<file path="src/rtl/fifo_rd_pkg.sv">
// Shared types/constants for the FIFO read-side stream master.
// Latency: n/a (package only).
// Backpressure: n/a (package only).
package fifo_rd_pkg;

    // Width of the optional statistics counters.
    localparam int STAT_W = 16;

    // Default FIFO word / stream data width.
    localparam int DEF_DATA_WIDTH = 4;

    // Width needed to hold an occupancy value in 0..depth inclusive.
    function automatic int level_w(input int depth);
        return $clog2(depth + 1);
    endfunction

endpackage

</file>
<file path="src/rtl/fifo_rd_buf.sv">
// Ring buffer holding words captured from the FIFO until the stream consumer takes them.
// Latency: a pushed word is visible on pop_dat the cycle after the push edge.
// Backpressure: pop_vld/pop_dat hold while pop_rdy is low; the caller must never push into a full buffer.
//
// Ports:
//   clk, rstN            clock, async active-low reset
//   push_vld, push_dat   write one word at wr_ptr (unconditional when push_vld)
//   pop_vld, pop_dat     head word, pop_dat forced to 0 when empty
//   pop_rdy              consumer accepts the head word when pop_vld is high
//   count                current occupancy (registered)
module fifo_rd_buf
    import fifo_rd_pkg::*;
#(
    parameter int  DATA_WIDTH = DEF_DATA_WIDTH,
    parameter int  BUF_DEPTH  = 3,
    localparam int LVL_W      = level_w(BUF_DEPTH)
) (
    input  logic                  clk,
    input  logic                  rstN,
    input  logic                  push_vld,
    input  logic [DATA_WIDTH-1:0] push_dat,
    input  logic                  pop_rdy,
    output logic                  pop_vld,
    output logic [DATA_WIDTH-1:0] pop_dat,
    output logic [LVL_W-1:0]      count
);

    localparam int               PTR_W    = (BUF_DEPTH > 1) ? $clog2(BUF_DEPTH) : 1;
    localparam logic [LVL_W-1:0] FULL_LVL = LVL_W'(BUF_DEPTH);
    localparam logic [PTR_W-1:0] LAST_PTR = PTR_W'(BUF_DEPTH - 1);

    logic [DATA_WIDTH-1:0] mem [BUF_DEPTH];
    logic [PTR_W-1:0]      wr_ptr;
    logic [PTR_W-1:0]      rd_ptr;
    logic                  pop_fire;

    // Explicit wrap at the last entry so non-power-of-2 depths never index past the array.
    function automatic logic [PTR_W-1:0] ptr_inc(input logic [PTR_W-1:0] p);
        return (p == LAST_PTR) ? '0 : p + PTR_W'(1);
    endfunction

    assign pop_vld  = (count != '0);
    assign pop_fire = pop_vld && pop_rdy;
    assign pop_dat  = pop_vld ? mem[rd_ptr] : '0;

    // Storage is not reset: an entry is only ever read after it has been written.
    always_ff @(posedge clk) begin
        if (push_vld) begin
            mem[wr_ptr] <= push_dat;
        end
    end

    always_ff @(posedge clk or negedge rstN) begin
        if (!rstN) begin
            wr_ptr <= '0;
            rd_ptr <= '0;
            count  <= '0;
        end else begin
            if (push_vld) begin
                wr_ptr <= ptr_inc(wr_ptr);
            end
            if (pop_fire) begin
                rd_ptr <= ptr_inc(rd_ptr);
            end
            // Simultaneous push and pop leaves the occupancy unchanged.
            unique case ({push_vld, pop_fire})
                2'b10:   count <= count + LVL_W'(1);
                2'b01:   count <= count - LVL_W'(1);
                default: count <= count;
            endcase
        end
    end

    a_no_overflow: assert property (@(posedge clk) disable iff (!rstN)
        !(push_vld && !pop_fire && (count == FULL_LVL)));

    a_count_bound: assert property (@(posedge clk) disable iff (!rstN)
        count <= FULL_LVL);

endmodule

</file>
<file path="src/rtl/fifo_rd_stream.sv">
// Read-side master for a FIFO: issues read_en, captures read data one cycle later, re-presents it as valid/ready.
// Latency: FIFO word present -> out_vld is 2 cycles; 1 word/cycle sustained when BUF_DEPTH >= 3 and out_rdy high.
// Backpressure: out_vld/out_data hold while stalled; reads stop once buffered + in-flight words fill the buffer.
//
// Ports:
//   clk, rstN                      clock, async active-low reset (also resets the attached FIFO)
//   fifo_empty, fifo_read_en       FIFO read-side handshake; read_en never asserted while empty
//   fifo_read_data                 FIFO data, valid the cycle after an accepted read
//   out_vld, out_data, out_rdy     downstream stream
//   buf_level                      buffer occupancy (registered)
//   stat_words, stat_stall         saturating handshake / stall-cycle counters,
//                                  present only when FIFO_RD_STREAM_STATS_EN is defined
module fifo_rd_stream
    import fifo_rd_pkg::*;
#(
    parameter int  DATA_WIDTH = DEF_DATA_WIDTH,
    parameter int  BUF_DEPTH  = 3,
    localparam int LVL_W      = level_w(BUF_DEPTH)
) (
    input  logic                  clk,
    input  logic                  rstN,
    input  logic                  fifo_empty,
    output logic                  fifo_read_en,
    input  logic [DATA_WIDTH-1:0] fifo_read_data,
    output logic                  out_vld,
    output logic [DATA_WIDTH-1:0] out_data,
    input  logic                  out_rdy,
`ifdef FIFO_RD_STREAM_STATS_EN
    output logic [STAT_W-1:0]     stat_words,
    output logic [STAT_W-1:0]     stat_stall,
`endif
    output logic [LVL_W-1:0]      buf_level
);

    localparam logic [LVL_W:0] DEPTH_EXT = (LVL_W + 1)'(BUF_DEPTH);

    logic             inflight;
    logic [LVL_W-1:0] count;
    logic [LVL_W:0]   occ_sum;

    // A read issued last cycle has not landed yet but already owns a buffer slot.
    assign occ_sum      = {1'b0, count} + (LVL_W + 1)'(inflight);
    assign fifo_read_en = rstN && !fifo_empty && (occ_sum < DEPTH_EXT);

    always_ff @(posedge clk or negedge rstN) begin
        if (!rstN) begin
            inflight <= 1'b0;
        end else begin
            inflight <= fifo_read_en;
        end
    end

    // Capture is unconditional when a read is in flight; fifo_empty in that cycle is irrelevant.
    fifo_rd_buf #(
        .DATA_WIDTH (DATA_WIDTH),
        .BUF_DEPTH  (BUF_DEPTH)
    ) u_buf (
        .clk      (clk),
        .rstN     (rstN),
        .push_vld (inflight),
        .push_dat (fifo_read_data),
        .pop_rdy  (out_rdy),
        .pop_vld  (out_vld),
        .pop_dat  (out_data),
        .count    (count)
    );

    assign buf_level = count;

`ifdef FIFO_RD_STREAM_STATS_EN
    logic [STAT_W-1:0] stat_words_q;
    logic [STAT_W-1:0] stat_stall_q;

    always_ff @(posedge clk or negedge rstN) begin
        if (!rstN) begin
            stat_words_q <= '0;
            stat_stall_q <= '0;
        end else begin
            if (out_vld && out_rdy && (stat_words_q != '1)) begin
                stat_words_q <= stat_words_q + STAT_W'(1);
            end
            if (out_vld && !out_rdy && (stat_stall_q != '1)) begin
                stat_stall_q <= stat_stall_q + STAT_W'(1);
            end
        end
    end

    assign stat_words = stat_words_q;
    assign stat_stall = stat_stall_q;
`endif

endmodule

</file>
<file path="config.mk">
export PLATFORM = sky130hd
export DESIGN_NAME = fifo_rd_stream
export DESIGN_NICKNAME = d
export VERILOG_FILES = /design/src/rtl/fifo_rd_pkg.sv /design/src/rtl/fifo_rd_buf.sv /design/src/rtl/fifo_rd_stream.sv
export SDC_FILE = /design/constraint.sdc
export NUM_CORES = 1
export LEC_CHECK = 0
export BUFFER_PORTS_ARGS = -buffer_cell sky130_fd_sc_hd__buf_4
export CORE_ASPECT_RATIO = 1.25
export CORE_UTILIZATION = 47
export CTS_CLUSTER_DIAMETER = 200
export CTS_CLUSTER_SIZE = 28
export DETAILED_ROUTE_END_ITERATION = 7
export PLACE_DENSITY = 0.7
export SYNTH_ARGS = -nofsm -noshare
export SYNTH_HDL_FRONTEND = slang
export SYNTH_SLANG_ARGS = --single-unit
export TNS_END_PERCENT = 30
</file>
<file path="constraint.sdc">
create_clock -name clk -period 2.8 [get_ports clk]
set_input_delay 0.56 -clock clk [delete_from_list [all_inputs] [get_ports clk]]
set_output_delay 0.56 -clock clk [all_outputs]
set_load 0.02 [all_outputs]
</file>
==> impl_metrics.toml, run 1 <==
[sta]
min_period_ps = 2510
tightest_slew_ps = 762
maxSlewHeadroom_pct = 49.1
rsz0062_at_grt = "no"
min_period_over_period_pct = 89.5
max_freq_ghz = 0.399
setup_viol = 0
hold_violations = 0
maxSlewViolCount = 0
clock_skew_ps = 6.49
setup_tns_ps = 0

[power_and_ir_drop]
power_density_mw_per_mm2 = 1040
p_leak_nw = 0.437
peakVddDrop_mv = 0.601

[yosys]
yosysUniqueCellTypes = 19
seq_area_frac_synth_pct = 64.3
yosys.area.top_type = "edfxtp_1"
synth_top_family_by_area = "multiplexers"
yosysWarnings = 0
yosys.area.top_type_share_pct = 43.2
synth_compound_area_share_pct = 5.41
synth.area.mux_share_pct = 12.0
yosys.area_share.adder_pct = 4.50
synth-simple-area-share_pct = 6.91
synthTopCellsByArea = "edfxtp_1 43%, dfrtp_1 21%, mux2_4 7.2%, mux2i_1 4.8%, ha_1 4.5%"
synth_area_um2 = 833
ys_ff_latch = 19
synth_nets = 69
syn_area_per_cell_um2 = 14.4
synth_xor_area_share_pct = 3.15
syn_inst = 58

[floorplanning]
rows = 16
start_util_pct = 51.4
fp.dieArea_mm2 = 0.00195
ios = 16
fp.dieW_um = 39.7
fp.dieH_um = 49.1
core_area_mm2 = 0.00162

[cells_and_area]
utilization_pct = 60.5
nFillCells = 132
final_cell_mix = "15 x buf_4, 12 x edfxtp_1, 7 x nor2_1, 7 x dfrtp_1"
nets = 87
drive_gt1_share_pct = 32.0
antennaDiodeCount = 0
final_common_cell = "buf_4"
syn_to_final_growth_pct = 17.7
stdcell_count = 93

[placed_design]
place_congestion = 0.685
placed_cells = 89
io_buffers = 15
hpwl_um = 883

[clock_network]
cts_resized = 0
cts_root_buf = "clkbuf_4"
post_cts_buffers = 0
htree_num_levels = 1
clk_pin_slew_ps = 100
cts_made_buffers = 3
holdBufCountCts = 0
clk_latency_ps = 300
cts_tree = "built"
clock-sinks = 19
clock_path_buffers = 2

[min_path]
hold_path.class = "input pin to async pin"

[routing]
avgRoutedWirePerCell_um = 12.9
routed_wl_um = 1200
ant_nets = 0
drt-initial-drc-count = 6
drc = 0
viasPerCell = 5.18
dr.pass1.iters = 3
vias = 482

[grt]
grt_first_pass_wirelength_um = 1920
grt_max_degree = 12
grt_pass1_vias = 437
track_usage_pct = 15.5
antenna_found_initial = 0
overflow = 0

[status]
status = "completed"

[critical_path]
cp-end-kind = "output pin"
crit_chain = "ha_1, ha_1, a2111oi_1, buf_4"
r2r_cells = 3
path_buf_inv = 1
critPathRequiredTime_ps = 2240
cp_slowest_stage_delay_ps = 470
cp_data_arrival_time_ps = 1950
critPathKind = "flop to output pin"
r2r_start = "u_buf.count[0]$_DFFE_PN0P_"
cp-start-kind = "flop"
r2r_end = "inflight$_DFF_PN0_"
path_max_fanout = 6
cp_top_family = "adder cells"
path_common_cell = "ha_1"
slowest_stage = "dfrtp_1"
rrSetupSlack_ps = 1240

[job]
maxCapViolCount = 0
[cell usage after synthesis (all sizes together)]
cell type / instances
edfxtp: 12
dfrtp: 7
nor2: 7
inv: 4
mux2: 4
mux2i: 4
a21o: 3
ha: 3
buf: 2
nand2: 2
nor3: 2
o21ai: 2
xnor2: 2
a2111oi: 1
nand2b: 1
nor3b: 1
xor2: 1
[power by group]
part | switching (mW) | internal (mW)
combinational | 0.211 | 0.219
sequential | 0.0890 | 0.368
clock | 0.0801 | 0.0533
[metrics by stage]
step / setup slack (ps) / hold slack, ps / instance area (um2) / total power [mW]
after global routing: 192 / 36.0 / 981 / 1.09
after floorplan: 268 / 264 / 835 / 0.757
after global placement: 652 / 380 / 953 / 0.884
final: 294 / 51.7 / 981 / 1.02
after detailed placement: 579 / 381 / 953 / 0.895
after CTS: 238 / 51.0 / 981 / 1.03
[area by class of cell]
cell class | instances | area [um2] | area share (%)
Timing Repair Buffer | 15 | 113 | 11.5
Clock buffer | 3 | 22.5 | 2.30
Multi-Input combinational cell | 33 | 268 | 27.3
Inverter | 4 | 15.0 | 1.53
Sequential cell | 19 | 536 | 54.6
Clock inverter | 1 | 5.00 | 0.510
Tap cell | 18 | 22.5 | 2.30
[layer usage]
layer	routed length [um]	track usage, %	up-vias
met5	0	0	-
met4	49	13.8	0
met3	36	2.74	5
met2	597	23.0	11
met1	513	18.1	230
li1	-	-	236
[cell families after synthesis]
group                      after synthesis
and+or+nand+nor                         13
adders and majority gates                3
muxes                                    8
buffers and inverters                    6
xor gates and xnor gates                 3
DFF                                     19
AOI/OAI and AO/OA                        6
[sequential cells by signal (all words and copies together), names as in the netlist]
register and cells:
inflight 1, u_buf.mem 12, u_buf.wr_ptr 2, u_buf.rd_ptr 2, u_buf.count 2
[worst register-to-register path, stage by stage (launching register included)]
cell and delay [ps]:
dfrtp_1 470, ha_1 230, ha_1 260, a2111oi_1 460
[worst max-delay path by stage]
stage / startpoint / to / slack, ps / cells past startpoint
2_1_floorplan: u_buf.count[0]$_DFFE_PN0P_ / fifo_read_en / 270 / 3
3_3_place_gp: u_buf.count[0]$_DFFE_PN0P_ / fifo_read_en / 650 / 4
3_5_place_dp: u_buf.count[0]$_DFFE_PN0P_ / fifo_read_en / 580 / 4
4_1_cts: u_buf.count[0]$_DFFE_PN0P_ / fifo_read_en / 240 / 4
5_1_grt: u_buf.count[0]$_DFFE_PN0P_ / fifo_read_en / 190 / 4
6_report: u_buf.count[0]$_DFFE_PN0P_ / fifo_read_en / 290 / 4
Power figures use the tool's default switching activity.
==> run 2: changes to the inputs <==
--- a/config.mk
+++ b/config.mk
@@ -11,8 +11,9 @@
 export CTS_CLUSTER_DIAMETER = 200
 export CTS_CLUSTER_SIZE = 28
 export DETAILED_ROUTE_END_ITERATION = 7
-export PLACE_DENSITY = 0.7
+export PLACE_DENSITY = 0.69
 export SYNTH_ARGS = -nofsm -noshare
 export SYNTH_HDL_FRONTEND = slang
+export SYNTH_HIERARCHICAL = 1
 export SYNTH_SLANG_ARGS = --single-unit
 export TNS_END_PERCENT = 30
==> impl_metrics.toml, run 2 <==
[yosys]
yosys-top-cells-count = "12 x edfxtp_1, 7 x dfrtp_1, 7 x nor2_1"
syn_area_per_cell_um2 = 14.5
synthFlopType = "edfxtp_1"
synth_area_um2 = 840
yosysMostFrequentCell = "edfxtp_1"
seq_area_frac_synth_pct = 63.8
synth_nets = 69
ys_ff_latch = 19
synthTopCellsByArea = "edfxtp_1 43%, dfrtp_1 21%, mux2_4 7.2%, mux2i_1 4.8%, ha_1 4.5%"
synth_edf_count = 12
yosys.area.top_type = "edfxtp_1"
syn_inst = 58
yosys.area.top_type_share_pct = 42.9
yosysWarnings = 6
ys_async_sr_fraction_pct = 36.8
yosysUniqueCellTypes = 19

[sta]
max_freq_ghz = 0.424
rsz0062_at_grt = "no"
setup_tns_ps = 0
setup_viol = 0
maxSlewViolCount = 0
min_period_ps = 2360
tightest_slew_ps = 693
hold_violations = 0
clock_skew_ps = 1.92
maxSlewHeadroom_pct = 53.5
min_period_over_period_pct = 84.2

[floorplanning]
fp.dieArea_mm2 = 0.00196
core_area_mm2 = 0.00162
rows = 16
fp.dieW_um = 39.8
start_util_pct = 51.8
fp.dieH_um = 49.3
ios = 16

[power_and_ir_drop]
power.switching_uw = 375
p_leak_nw = 0.435
peakVddDrop_mv = 0.562
power.total_mw = 1.02
clockPowerShare_pct = 12.9
seq_power_share_pct = 44.6
power_density_mw_per_mm2 = 1040
pwr-share-comb_pct = 42.5
intPower_uw = 646
p_sw_share_pct = 36.8

[cells_and_area]
drive_gt1_share_pct = 32.0
top_register = "u_buf/mem"
stdcell_count = 93
nets = 87
largest_reg_flops = 12
final_cell_mix = "15 x buf_4, 12 x edfxtp_1, 7 x dfrtp_1, 7 x nor2_1"
final_common_cell = "buf_4"
nFillCells = 130
antennaDiodeCount = 0
syn_to_final_growth_pct = 17.3

[routing]
ant_nets = 0
vias = 471
drc = 0
viasPerCell = 5.06
drt-initial-drc-count = 10
routed_wl_um = 1170
dr.pass1.iters = 4
avgRoutedWirePerCell_um = 12.5

[critical_path]
path_max_fanout = 6
cp_slowest_stage_delay_ps = 470
critPathKind = "flop to output pin"
cp-start-kind = "flop"
crit_chain = "ha_1, ha_1, a2111oi_2, buf_4"
cp_data_arrival_time_ps = 1800
path_common_cell = "ha_1"
slowest_stage = "dfrtp_1"
cp-end-kind = "output pin"
critPathRequiredTime_ps = 2240

[clock_network]
cts_made_buffers = 3
holdBufCountCts = 0
post_cts_buffers = 0
cts_resized = 0
clock_path_buffers = 2
htree_num_levels = 1
cts_root_buf = "clkbuf_4"
clk_latency_ps = 290
clock-sinks = 19
cts_tree = "built"
clk_pin_slew_ps = 100

[min_path]
hold_path.class = "input pin to async pin"

[placed_design]
io_buffers = 15
hpwl_um = 874
placed_cells = 89
place_congestion = 0.748

[grt]
grt_pass1_vias = 460
overflow = 0
track_usage_pct = 16.2
antenna_found_initial = 0
grt_first_pass_wirelength_um = 2060
grt_max_degree = 11

[status]
status = "completed"

[job]
maxCapViolCount = 0
-- run 2: final timing paths --
check,depth (start not counted),from,endpoint,slack (ps)
max in group asynchronous,1,rstN,u_buf/count[1]$_DFFE_PN0P_,2610
min,1,rstN,inflight$_DFF_PN0_,70
max,4,u_buf/count[0]$_DFFE_PN0P_,fifo_read_en,440
min in group clk,2,fifo_empty,inflight$_DFF_PN0_,420
max reg2reg,3,u_buf/count[0]$_DFFE_PN0P_,inflight$_DFF_PN0_,1380
min reg2reg,1,u_buf/wr_ptr[1]$_DFFE_PN0P_,u_buf/wr_ptr[1]$_DFFE_PN0P_,540
-- run 2: per-layer routing --
metal | vias to the layer above | track usage [%] | wire (um)
li1 | 240 | - | -
met1 | 218 | 21.1 | 529
met2 | 11 | 24.0 | 580
met4 | 0 | 8.62 | 12
met5 | - | 0 | 0
met3 | 2 | 4.11 | 44
-- run 2: power groups by stage --
| stage | sequential (mW) | clock, mW | combinational (mW) |
|---|---|---|---|
| 2_1_floorplan | 0.435 | 0 | 0.332 |
| 3_3_place_gp | 0.459 | 0 | 0.434 |
| 3_5_place_dp | 0.465 | 0 | 0.440 |
| 4_1_cts | 0.459 | 0.138 | 0.442 |
| 5_1_grt | 0.474 | 0.149 | 0.487 |
| 6_report | 0.455 | 0.132 | 0.435 |
-- run 2: layout make-up --
type | instances | area [um2] | area share [%]
sequential | 19 | 536 | 54.4
multi-input combinational | 33 | 273 | 27.7
timing repair buffer | 15 | 113 | 11.4
clock buffer | 4 | 26.3 | 2.67
tap | 18 | 22.5 | 2.29
inverter | 4 | 15.0 | 1.52
-- run 2: critical path, delay by kind of cell (launching register included) --
family / cells / cell delay [ps]
adders and majority gates: 2 / 510
DFF: 1 / 470
AOI/OAI and AO/OA: 1 / 330
buffers and inverters: 1 / 200
-- run 2: cell families after synthesis --
| kind of cell | after synthesis | share of synthesized area (%) |
|---|---|---|
| AOI/OAI and AO/OA | 6 | 6.11 |
| xor gates and xnor gates | 3 | 3.13 |
| adders and majority gates | 3 | 4.47 |
| buffers and inverters | 6 | 3.72 |
| DFF | 19 | 63.8 |
| muxes | 8 | 11.9 |
| and+or+nand+nor | 13 | 6.86 |
-- run 2: stage by stage --
| step | hold WS (ps) | cell area [um2] | worst slack, ps | utilization (%) |
|---|---|---|---|---|
| 2_1_floorplan | 264 | 840 | 609 | - |
| 3_3_place_gp | 380 | 958 | 764 | 59.1 |
| 3_5_place_dp | 380 | 958 | 742 | 59.1 |
| 4_1_cts | 58.0 | 985 | 416 | 60.7 |
| 5_1_grt | 48.7 | 985 | 294 | 60.7 |
| 6_report | 67.3 | 985 | 443 | 60.7 |
==> run 3: changes to the inputs <==
--- a/config.mk
+++ b/config.mk
@@ -5,6 +5,7 @@
 export SDC_FILE = /design/constraint.sdc
 export NUM_CORES = 1
 export LEC_CHECK = 0
+export ABC_AREA = 1
 export BUFFER_PORTS_ARGS = -buffer_cell sky130_fd_sc_hd__buf_4
 export CORE_ASPECT_RATIO = 1.25
 export CORE_UTILIZATION = 47
==> constraint.sdc (replaced) <==
create_clock -name clk -period 2.35 [get_ports clk]
set_input_delay 0.47 -clock clk [delete_from_list [all_inputs] [get_ports clk]]
set_output_delay 0.47 -clock clk [all_outputs]
set_load 0.02 [all_outputs]
==> impl_metrics.toml, run 3 <==
[sta]
max_freq_ghz = 0.479
min_period_ps = 2090
hold_violations = 0
setup_tns_ps = 0
maxSlewViolCount = 0
setup_viol = 0
clock_skew_ps = 2.96
min_period_over_period_pct = 88.8
rsz0062_at_grt = "no"
maxSlewHeadroom_pct = 57.4
tightest_slew_ps = 633

[critical_path]
r2r_cells = 9
cp-start-kind = "flop"
rrSetupSlack_ps = 880
path_max_fanout = 6
cp-end-kind = "output pin"
slowest_stage = "dfrtp_1"
cp_top_family = "adder cells"
cp_slowest_stage_delay_ps = 470
r2r_end = "u_buf/count[1]$_DFFE_PN0P_"
path_buf_inv = 1
cp_data_arrival_time_ps = 1620
critPathKind = "flop to output pin"
crit_chain = "ha_1, ha_1, nand2_1, nand2_1, nor2_1, buf_4"
critPathRequiredTime_ps = 1880
r2r_start = "u_buf/count[0]$_DFFE_PN0P_"

[cells_and_area]
utilization_pct = 63.0
drive_gt1_share_pct = 23.8
largest_reg_flops = 12
final_common_cell = "nand2_1"
design_area_mm2 = 0.00102
nFillCells = 136
multi_input_area_um2 = 245
top_register = "u_buf/mem"
nets = 117
final_cell_mix = "24 x nand2_1, 15 x buf_4, 14 x inv_1"
syn_to_final_growth_pct = 20.1
antennaDiodeCount = 0
ff_latch_area_um2 = 536

[clock_network]
cts_root_buf = "clkbuf_4"
cts_resized = 0
cts_tree = "built"
clk_pin_slew_ps = 100
clk_latency_ps = 290
clock-sinks = 19
cts_made_buffers = 3
clock_path_buffers = 2
htree_num_levels = 1

[floorplanning]
fp.dieW_um = 40.1
core_area_mm2 = 0.00162
fp.dieH_um = 49.6
start_util_pct = 52.5
rows = 16
fp.dieArea_mm2 = 0.00199
ios = 16

[min_path]
hold_path.class = "input pin to flop"
min_from = "fifo_read_data[1]"
hold_depth = 1
min_to = "u_buf/mem[2][1]$_DFFE_PP_"

[yosys]
synth_area_um2 = 851
synthFlopType = "edfxtp_1"
seq_area_frac_synth_pct = 62.9
yosysWarnings = 6
yosys-top-cells-count = "24 x nand2_1, 14 x inv_1, 12 x edfxtp_1"
yosysUniqueCellTypes = 16
synth_edf_count = 12
yosys.area.top_type_share_pct = 42.4
ys_async_sr_fraction_pct = 36.8
syn_area_per_cell_um2 = 10.0
ys_ff_latch = 19
synthTopCellsByArea = "edfxtp_1 42%, dfrtp_1 21%, nand2_1 11%, nand3_1 6.5%, inv_1 6.2%"
syn_inst = 85
synth_nets = 96
yosys.area.top_type = "edfxtp_1"
yosysMostFrequentCell = "nand2_1"

[job]
maxCapViolCount = 0

[grt]
grt_first_pass_wirelength_um = 2330
grt_max_degree = 11
overflow = 0
grt_pass1_vias = 535
track_usage_pct = 18.1
antenna_found_initial = 0

[routing]
drc = 0
vias = 588
routed_wl_um = 1370
avgRoutedWirePerCell_um = 11.1
drt-initial-drc-count = 11
dr.pass1.iters = 4
ant_nets = 0
viasPerCell = 4.78

[power_and_ir_drop]
peakVddDrop_mv = 0.596
p_leak_nw = 0.510
power_density_mw_per_mm2 = 1250

[placed_design]
hpwl_um = 1020
place_congestion = 0.763
io_buffers = 15
place_area_um2 = 986

[status]
status = "completed"
[run 3: how the worst max path moves through the flow]
stage	from	endpoint	cells after the start
after global routing	u_buf/count[0]$_DFFE_PN0P_	fifo_read_en	6
final	u_buf/count[0]$_DFFE_PN0P_	fifo_read_en	6
after detailed placement	u_buf/count[0]$_DFFE_PN0P_	fifo_read_en	6
after global placement	u_buf/count[0]$_DFFE_PN0P_	fifo_read_en	6
after CTS	u_buf/count[0]$_DFFE_PN0P_	fifo_read_en	6
after floorplan	u_buf/count[0]$_DFFE_PN0P_	fifo_read_en	5
[run 3: timing repair]
action | CTS | global route
hold buffers | 1 | 0
hold endpoints to repair | 7 | 0
buffers inserted | 0 | 0
[run 3: cells by family (layout without fill, tap and decap cells)]
kind of cell	Yosys count	count (layout)	share of synthesized area, %
adders and majority gates	3	3	4.41
AOI/OAI and AO/OA	3	3	1.76
DFF	19	19	62.9
and+or+nand+nor	41	41	21.6
xor gates and xnor gates	1	1	1.03
buffers and inverters	18	38	8.24
[run 3: routing by layer]
layer	global-route usage (%)	routed length (um)	share of wire, %	up-vias
li1	-	-	-	311
met1	22.8	629	46	257
met2	26.6	619	45	16
met3	4.05	74	5.4	4
met4	12.1	42	3.1	0
met5	0	0	0	-
[run 3: through the flow]
| stage | cells | power (mW) | setup WS, ps | hold slack [ps] |
|---|---|---|---|---|
| after floorplan | 85 | 0.912 | 490 | 174 |
| after global placement | 118 | 1.11 | 623 | 293 |
| after detailed placement | 118 | 1.12 | 575 | 294 |
| after CTS | 123 | 1.29 | 239 | 350 |
| after global routing | 123 | 1.39 | 144 | 350 |
| final | 123 | 1.27 | 263 | 361 |
[run 3: where the power goes]
part           internal (mW)  switching (mW)
Combinational          0.238           0.347
Sequential             0.437          0.0899
Clock                 0.0661          0.0962
Total                  0.741           0.533
[run 3: layout make-up]
type                            instances  share of cell area [%]
Tap cell                               18                    2.20
Timing Repair Buffer                   16                    12.0
Multi-Input combinational cell         48                    24.0
Inverter                               18                    6.85
Clock buffer                            4                    2.57
Sequential cell                        19                    52.4
